## src/rtl/issue_arbiter_pkg.sv

```systemverilog
// Shared constants, index types and the ROB age helper for the oldest-first issue arbiter.
package issue_arbiter_pkg;

  localparam int NUM_ENTRIES  = 16;
  localparam int NUM_FU       = 3;
  localparam int ROB_IDX_W    = 6;
  localparam int ENTRY_W      = 4;
  localparam int LS_PER_CYCLE = 1;
  localparam int CNT_W        = 2;
  localparam int LS_W         = $clog2(NUM_FU + 1);

  typedef logic [ROB_IDX_W-1:0] rob_idx_t;
  typedef logic [ENTRY_W-1:0]   entry_idx_t;

  // Distance from the ROB head with natural wrap; 0 means the oldest in-flight op.
  function automatic rob_idx_t rob_age(input rob_idx_t idx, input rob_idx_t head);
    return idx - head;
  endfunction

endpackage

```

## src/rtl/issue_arbiter_oldest_select.sv

```systemverilog
// Combinational oldest-candidate finder: smallest age wins, lower entry index breaks ties.
module issue_arbiter_oldest_select
  import issue_arbiter_pkg::*;
(
  input  logic [NUM_ENTRIES-1:0] cand,
  input  rob_idx_t               age [NUM_ENTRIES],
  output logic                   found,
  output entry_idx_t             index
);

  rob_idx_t best_age;

  // Strict less-than keeps the first (lowest-index) entry among equal ages.
  always_comb begin
    found    = 1'b0;
    index    = '0;
    best_age = '1;
    for (int i = 0; i < NUM_ENTRIES; i++) begin
      if (cand[i] && (!found || (age[i] < best_age))) begin
        found    = 1'b1;
        index    = ENTRY_W'(i);
        best_age = age[i];
      end
    end
  end

endmodule

```

## src/rtl/issue_arbiter.sv

```systemverilog
// Oldest-first issue arbiter: picks up to NUM_FU ready RS entries per cycle and binds them to free FUs.
module issue_arbiter
  import issue_arbiter_pkg::*;
(
  input  logic                             clk,
  input  logic                             reset,
  input  logic [NUM_ENTRIES-1:0]           entry_valid,
  input  logic [NUM_ENTRIES-1:0]           entry_ready,
  input  logic [NUM_ENTRIES-1:0]           entry_is_ls,
  input  logic [NUM_ENTRIES*ROB_IDX_W-1:0] entry_rob_idx,
  input  logic [ROB_IDX_W-1:0]             rob_head,
  input  logic [NUM_FU-1:0]                fu_available,
  output logic [NUM_FU-1:0]                grant_valid,
  output logic [NUM_FU*ENTRY_W-1:0]        grant_entry,
  output logic [NUM_ENTRIES-1:0]           grant_vector,
  output logic [CNT_W-1:0]                 grant_count
);

  logic [NUM_FU-1:0]         grant_valid_q,  grant_valid_d;
  logic [NUM_FU*ENTRY_W-1:0] grant_entry_q,  grant_entry_d;
  logic [NUM_ENTRIES-1:0]    grant_vector_q, grant_vector_d;
  logic [CNT_W-1:0]          grant_count_q,  grant_count_d;

  // Last cycle's grants block re-issue of the same entry and re-use of the same FU for one cycle.
  logic [NUM_ENTRIES-1:0] entry_mask;
  logic [NUM_FU-1:0]      fu_mask;
  assign entry_mask = grant_vector_q;
  assign fu_mask    = grant_valid_q;

  logic [NUM_ENTRIES-1:0] eligible;
  logic [NUM_FU-1:0]      fu_free;
  logic [CNT_W-1:0]       free_cnt;
  rob_idx_t               age [NUM_ENTRIES];

  assign eligible = entry_valid & entry_ready & ~entry_mask;
  assign fu_free  = fu_available & ~fu_mask;

  always_comb begin
    for (int i = 0; i < NUM_ENTRIES; i++) begin
      age[i] = rob_age(entry_rob_idx[i*ROB_IDX_W +: ROB_IDX_W], rob_head);
    end
  end

  always_comb begin
    free_cnt = '0;
    for (int k = 0; k < NUM_FU; k++) begin
      free_cnt = free_cnt + CNT_W'(fu_free[k]);
    end
  end

  logic [NUM_FU-1:0] pass_ok;
  entry_idx_t        pass_idx [NUM_FU];

  // Pass p only binds if at least p+1 FUs are free; the LS budget carries down the chain.
  for (genvar p = 0; p < NUM_FU; p++) begin : g_pass
    logic [NUM_ENTRIES-1:0] taken_in;
    logic [NUM_ENTRIES-1:0] taken_out;
    logic [NUM_ENTRIES-1:0] cand;
    logic [LS_W-1:0]        ls_in;
    logic [LS_W-1:0]        ls_out;
    logic                   found;
    logic                   bind_ok;
    entry_idx_t             idx;

    if (p == 0) begin : g_first
      assign taken_in = '0;
      assign ls_in    = '0;
    end else begin : g_next
      assign taken_in = g_pass[p-1].taken_out;
      assign ls_in    = g_pass[p-1].ls_out;
    end

    assign cand = eligible & ~taken_in &
                  ((ls_in >= LS_W'(LS_PER_CYCLE)) ? ~entry_is_ls : '1);

    issue_arbiter_oldest_select u_sel (
      .cand  (cand),
      .age   (age),
      .found (found),
      .index (idx)
    );

    assign bind_ok   = found & (free_cnt > CNT_W'(p));
    assign taken_out = taken_in | (bind_ok ? (NUM_ENTRIES'(1) << idx) : '0);
    assign ls_out    = ls_in + LS_W'(bind_ok & entry_is_ls[idx]);

    assign pass_ok[p]  = bind_ok;
    assign pass_idx[p] = idx;
  end

  // Passes are handed to free FUs in ascending FU order, so pass p lands on the p-th free FU.
  logic [1:0] pass_sel;

  always_comb begin
    grant_valid_d  = '0;
    grant_entry_d  = '0;
    grant_vector_d = '0;
    grant_count_d  = '0;
    pass_sel       = '0;
    for (int k = 0; k < NUM_FU; k++) begin
      if (fu_free[k] && (pass_sel < 2'(NUM_FU))) begin
        if (pass_ok[pass_sel]) begin
          grant_valid_d[k]                       = 1'b1;
          grant_entry_d[k*ENTRY_W +: ENTRY_W]    = pass_idx[pass_sel];
          grant_vector_d                         = grant_vector_d |
                                                   (NUM_ENTRIES'(1) << pass_idx[pass_sel]);
          grant_count_d                          = grant_count_d + CNT_W'(1);
        end
        pass_sel = pass_sel + 2'd1;
      end
    end
  end

  always_ff @(posedge clk) begin
    if (reset) begin
      grant_valid_q  <= '0;
      grant_entry_q  <= '0;
      grant_vector_q <= '0;
      grant_count_q  <= '0;
    end else begin
      grant_valid_q  <= grant_valid_d;
      grant_entry_q  <= grant_entry_d;
      grant_vector_q <= grant_vector_d;
      grant_count_q  <= grant_count_d;
    end
  end

  assign grant_valid  = grant_valid_q;
  assign grant_entry  = grant_entry_q;
  assign grant_vector = grant_vector_q;
  assign grant_count  = grant_count_q;

endmodule

```

## config.mk

```make
export PLATFORM = sky130hd
export DESIGN_NAME = issue_arbiter
export DESIGN_NICKNAME = d
export VERILOG_FILES = /design/src/rtl/issue_arbiter_pkg.sv /design/src/rtl/issue_arbiter_oldest_select.sv /design/src/rtl/issue_arbiter.sv
export SDC_FILE = /design/constraint.sdc
export NUM_CORES = 1
export LEC_CHECK = 0
export ABC_AREA = 1
export BUFFER_PORTS_ARGS = -buffer_cell sky130_fd_sc_hd__clkbuf_2
export CAP_MARGIN = 20
export CORE_ASPECT_RATIO = 0.7
export CORE_MARGIN = 4
export CORE_UTILIZATION = 67
export DETAILED_ROUTE_END_ITERATION = 16
export GPL_ROUTABILITY_DRIVEN = 0
export PLACE_DENSITY = 0.95
export SETUP_SLACK_MARGIN = 0.3
export SYNTH_ARGS = -nofsm -noshare
export SYNTH_HDL_FRONTEND = slang
export SYNTH_SLANG_ARGS = --single-unit
```

## constraint.sdc

```tcl
create_clock -name clk -period 138.4 [get_ports clk]
set_clock_uncertainty 0.05 [all_clocks]
set_input_delay 27.68 -clock clk [delete_from_list [all_inputs] [get_ports clk]]
set_output_delay 27.68 -clock clk [all_outputs]
set_load 0.03 [all_outputs]
```

After elaboration in Yosys (flattened, before gate mapping)
Index checks and enable logic that the tools add are counted.
{"block": "totals", "wordCells": 435, "out_inout_bits": 33, "regBits": 33}
{"block": "op_classes", "n_lt_le_gt_ge": 58, "add_sub_neg": 22, "bitwise": 28, "n_mux": 172, "shift": 4, "reduce_logical": 143}
{"op": "$lt A6 B6 Y1", "count": 45}
{"op": "$mux W6", "count": 45}
{"op": "$mux W16", "count": 9}
{"op": "$mux W4", "count": 28}
{"op": "$and A16 B16 Y16", "count": 6}
{"op": "$sub A6 B6 Y6", "count": 16}
{"op": "$not A16 Y16", "count": 4}
{"op": "$shl A1 B4 Y16 const A", "count": 4}
{"op": "$mux W1", "count": 60}
{"op": "$or A16 B16 Y16", "count": 3}
{"op": "$logic_and A1 B1 Y1", "count": 47}
{"op": "$logic_not A1 Y1", "count": 45}
{"op": "$logic_or A1 B1 Y1", "count": 45}
{"op": "$mux W3", "count": 12}
{"op": "$mux W2", "count": 12}
{"op": "$bmux W4 S2", "count": 2}
{"op": "$lt A4 B5 Y1 const B", "count": 2}
{"op": "$reduce_or A3 Y1", "count": 3}
{"op": "$bmux W1 S4", "count": 2}
{"op": "$ge A3 B3 Y1 const B", "count": 2}
{"op": "$not A1 Y1", "count": 6}
{"op": "$reduce_or A2 Y1", "count": 3}
{"op": "$and A1 B1 Y1", "count": 5}
{"op": "$add A1 B1 Y2", "count": 2}
{"op": "other kinds (16)", "count": 19}

Longest topological paths before layout
{"block": "depth", "ltp_word": 208, "mapped_depth": 479, "ltp_nobuf": 438}

Modules after synthesis
Synthesis repeated with hierarchy kept, for this count alone.
{"block": "hier_totals", "hier_cells": 3061, "area_unflattened_um2": 17052.6}
{"mod": "issue_arbiter", "instances": 1, "area_per_inst_um2": 5849.4, "cells_per_inst": 912}
{"mod": "issue_arbiter_oldest_select at g_pass[1].u_sel", "instances": 1, "area_per_inst_um2": 3768.6, "cells_per_inst": 717}
{"mod": "issue_arbiter_oldest_select at g_pass[0].u_sel", "instances": 1, "area_per_inst_um2": 3748.6, "cells_per_inst": 717}
{"mod": "issue_arbiter_oldest_select at g_pass[2].u_sel", "instances": 1, "area_per_inst_um2": 3686.0, "cells_per_inst": 715}

Worst setup path after synthesis
Ideal clock, no wire load.
{"block": "synth_timing", "path_kind": "in2reg", "from": "input rob_head[1]", "to": "register grant_vector_q[7], in the netlist grant_vector[7]", "required_time_ps": 138282, "arrival_ps": 83403, "setup_ps": 68, "stages": 436, "path_slack_ps": 54879, "path_cell_list": "inv_1 > ha_1 > a31oi_1 > xnor2_1 > ha_1 > nand2_1 > inv_2 > nand2_1 > nand2_1 > nand2_1 > nand2_2 > nand2_1 > nand2_2 > o21ai_0 > ha_1 > a21oi_1 > nor2_1 > a211oi_1 > [... 400 more ...] > nand2_2 > buf_4 > nand2_1 > o21ai_1 > ha_1 > a21oi_1 > nor2_1 > a211oi_1 > nand2_1 > nand2_1 > nand2_2 > nand2_1 > nand2_1 > nand2_4 > inv_4 > nor2_2 > nand2_1 > a21oi_2"}
{"block": "synth_between", "elab_chain_len": 207, "word_cells_on_any_way": 376, "classes_between": "add/sub: 17; order compare: 47; shift: 4; mux: 160; bitwise: 14; reduce/logical: 134"}
{"element": "start: declaration", "line": "issue_arbiter.sv:11", "rtl": "input logic [ROB_IDX_W-1:0] rob_head,"}
{"element": "$sub A6 B6 Y6", "line": "issue_arbiter_pkg.sv:17", "rtl": "return idx - head;"}
{"element": "$mux W6", "line": "issue_arbiter_oldest_select.sv:19", "rtl": "if (cand[i] && (!found || (age[i] < best_age))) begin"}
{"element": "$lt A6 B6 Y1", "line": "issue_arbiter_oldest_select.sv:19"}
{"element": "$logic_or A1 B1 Y1", "line": "issue_arbiter_oldest_select.sv:19"}
{"element": "$logic_and A1 B1 Y1", "line": "issue_arbiter_oldest_select.sv:19"}
{"element": "$mux W6 or $mux W1 (tied branches)", "line": "issue_arbiter_oldest_select.sv:19"}
{"element": "$lt A6 B6 Y1 or $logic_not A1 Y1 (tied branches)", "line": "issue_arbiter_oldest_select.sv:19"}
{"element": "$logic_or A1 B1 Y1", "line": "issue_arbiter_oldest_select.sv:19"}
{"element": "[... 190 more ...]"}
{"element": "$mux W4 (not written as such) (2 in series)", "line": "issue_arbiter.sv:106", "rtl": "(NUM_ENTRIES'(1) << pass_idx[pass_sel]);"}
{"element": "$shl A1 B4 Y16", "line": "issue_arbiter.sv:106"}
{"element": "$or A16 B16 Y16", "line": "issue_arbiter.sv:105", "rtl": "grant_vector_d = grant_vector_d |"}
{"element": "$mux W16", "line": "issue_arbiter.sv:102", "rtl": "if (pass_ok[pass_sel]) begin"}
{"element": "$mux W16", "line": "issue_arbiter.sv:101", "rtl": "if (fu_free[k] && (pass_sel < 2'(NUM_FU))) begin"}
{"element": "$or A16 B16 Y16", "line": "issue_arbiter.sv:105"}
{"element": "$mux W16", "line": "issue_arbiter.sv:102"}
{"element": "$mux W16 *", "line": "issue_arbiter.sv:101"}
{"element": "end signal: assignment", "line": "issue_arbiter.sv:123", "rtl": "grant_vector_q <= grant_vector_d;"}
{"element": "end: declaration", "line": "issue_arbiter.sv:21", "rtl": "logic [NUM_ENTRIES-1:0] grant_vector_q, grant_vector_d;"}
Every way passes the cells marked *; elsewhere a longest branch is shown, timed or not. The select of a mux whose other input is x is not followed.
A chain may end at the register's enable or synchronous reset.

Final worst setup path
{"block": "layout_timing", "from": "input rob_head[0]", "to": "register grant_vector_q[7], in the netlist grant_vector[7]"}
The elaborated chain is that of the path after synthesis.

==> metrics.md <==
| Metric | Value |
|---|---|
| Status | finished clean |
| WS Path Type | input pin to flip-flop |
| Main synth FF type | dfxtp_1 |
| Post-synth top area share | 0.2531 |
| Die width | 187.6 µm |
| CTS Hold Bufs | 0 |
| Worst Hold Depth | 3 |
| Total core area | 21960 µm² |
| Max Slew Vio Count | 0 |
| Max_cap viols | 0 |
| Fin util | 0.7333 |
| Worst-skew pair later-pin latency | 280 ps |
| PostCTS Resize Cnt | 0 |
| Detailed placer's ending HPWL | 41130 µm |
| # setup viols final | 0 |
| Ys async rst share | 0 |
| Crit path required time | 138550 ps |
| Root Driver | clkbuf_16 |
| Sequential cell area | 660.6 µm² |
| Final ANT Viol Nets | 0 |
| I/O Buffers | 187 |
| Design Area, Final | 16100 µm² |
| Row Count | 45 |
| Post-synth EDFFs | 0 |
| Ratio of cells with drive above 1 in the final layout | 0.1369 |
| Fill cells | 1819 |
| DR DRC count | 0 |
| H-tree Lvls | 2 |
| Slew headroom | 0.3894 |
| Crit share post-route | 0.6926 |
| CTS buffer count | 5 |
| Sequential share of the synthesized area | 0.04367 |
| Worst Setup End Kind | flip-flop |
| Startpoint Class | input pin |
| CTS Sinks | 33 |
| P&R area growth vs syn | 6.443% |
| Post-Synthesis Cells | 2482 |
| Longest Clk Path Bufs | 2 |
| Number of vias per cell | 6.208 |
| CTS tree | done |
| CP Data Arrival Time | 96010 ps |
| Type of the most critical hold path | flip-flop to flip-flop |
| Largest net degree at the start of global routing | 23 |
| IO Pins | 188 |
| Pre-antenna DRT Iters | 11 |
| Setup WS pre-CTS | 45150 ps |
| Initial Utilization | 0.6889 |
| Cell mode on critical path | nand2_1 |
| Reg2Reg Depth | 389 |
| Yosys warnings | 0 |
| Worst Tran Pin Value | 915.8 ps |
| Syn_nets | 2960 |
| Total track usage | 0.3782 |
| Final WL | 50880 µm |
| Routed len/inst | 17.47 µm |
| Global route overflow | 0 |
| Syn avg cell area | 6.095 µm² |
| Reg clk slew, reported paths | 60 ps |
| Initial antenna violation count | 0 |
| CP Buf/Inv Count | 4 |
| Multi-input logic area | 13020 µm² |
| Synth unique cells | 54 |
| Minimum clock period | 95860 ps |
| Ant. Diodes | 0 |
| Vias | 18080 |
| Area post-placement | 15910 µm² |
| Crit. path cell count | 392 |
| Synth area leader | ha_1 |
| Die height | 133.7 µm |
| Final nets | 3107 |
| RSZ-0062 raised after global routing | false |
| Post-CTS setup repair buffer count | 0 |
| Die Footprint | 25090 µm² |
| Max Fclk | 10.43 MHz |
| Flops & latches, synth | 33 |
| First-pass GRT wire length | 79360 µm |
| Max incr delay on CP | 500 ps |
| Post-Syn Area | 15130 µm² |
| Vias in the first global route | 16260 |
| Drt initial violations | 2603 |
| Synth top area cells | ha_1, nand2_1, o21ai_0, nor2_1, inv_1 |
| Peak fanout along the critical path | 16 |
| Slowest-stage cell, CP | xor2_1 |
| Crit path max-delay family | compound AO/OA/AOI/OAI gates |
| Hold Vio Cnt, Final | 0 |
| Setup ws final | 42540 ps |
| TNS Setup | 0 ps |
## Yosys cell counts (6+ instances only)
library cell,instances
a211oi_1,62
a21oi_1,117
a22oi_1,8
a31oi_1,6
buf_4,19
buf_6,14
clkbuf_8,14
dfxtp_1,33
fa_1,17
ha_1,306
inv_1,219
inv_2,15
nand2_1,733
nand2_2,86
nand2_4,8
nand3_1,130
nand3_2,6
nand4_1,14
nor2_1,231
nor2_2,13
nor3_1,14
o21ai_0,262
o21ai_1,14
or2_2,15
xor2_1,72
## area by class of cell
cell class | instances | share of cell area
timing repair buffer | 192 | 0.06045
clock buffer | 5 | 0.007770
tap | 282 | 0.02191
inverter | 240 | 0.05626
multi-input combinational | 2157 | 0.8086
clock inverter | 3 | 0.004040
sequential | 33 | 0.04103
## metal layers
metal	routed length (µm)	vias to the layer above	GRT usage
met2	20460	1308	0.5730
li1	-	8605	-
met5	0	-	0
met1	20950	7971	0.5267
met3	7760	195	0.09979
met4	1714	0	0.1141
## kinds of logic after synthesis
| kind of cell | share of synthesized area |
|---|---|
| flip-flops | 0.04367 |
| adder cells (fa/ha/maj) | 0.2756 |
| AND/OR/NAND/NOR | 0.3576 |
| AO/OA/AOI/OAI | 0.1824 |
| buffers and inverters | 0.09569 |
| XOR/XNOR | 0.04507 |
## per-stage QoR
stage                     cells  hold WS [ps]
after detailed placement   2904         640.1
after global routing       2912         750.1
after CTS                  2912         689.5
final                      2912         709.1
after global placement     2904         608.5
after floorplan            2482         792.4
## cell usage in the layout, fill, tap and decap left out, drive strengths merged, types with 4 or more instances in the layout
cell type / synthesis / layout
a211oi: 62 / 62
a21oi: 120 / 120
a22oi: 8 / 8
a31oi: 6 / 6
buf: 33 / 5
clkbuf: 16 / 192
clkinv: 5 / 6
dfxtp: 33 / 33
fa: 17 / 17
ha: 306 / 306
inv: 235 / 235
nand2: 827 / 827
nand3: 137 / 137
nand4: 15 / 15
nor2: 247 / 247
nor3: 14 / 14
o211ai: 4 / 4
o21a: 4 / 4
o21ai: 278 / 278
or2: 15 / 15
xnor2: 4 / 4
xor2: 73 / 73
## registers in the layout (all words and copies together), names as in the netlist
name	flops
grant_entry	12
grant_count	2
grant_valid	3
grant_vector	16
## final timing paths
kind	from	end	slack, ps
max	rob_head[0]	grant_vector[7]	42540
min	grant_valid[1]	grant_count[1]	710
max reg2reg	grant_vector[0]	grant_vector[7]	70630
min reg2reg	grant_valid[1]	grant_count[1]	710
## worst min-delay path, stage by stage, from the launching register on
cell and delay [ps]:
dfxtp_1 350, nor2_1 160, nand2_1 130, a21oi_1 70
Power is left out: the tool's default activity adds up to more than one toggle a clock period on the data nets, which glitch-free logic cannot reach.
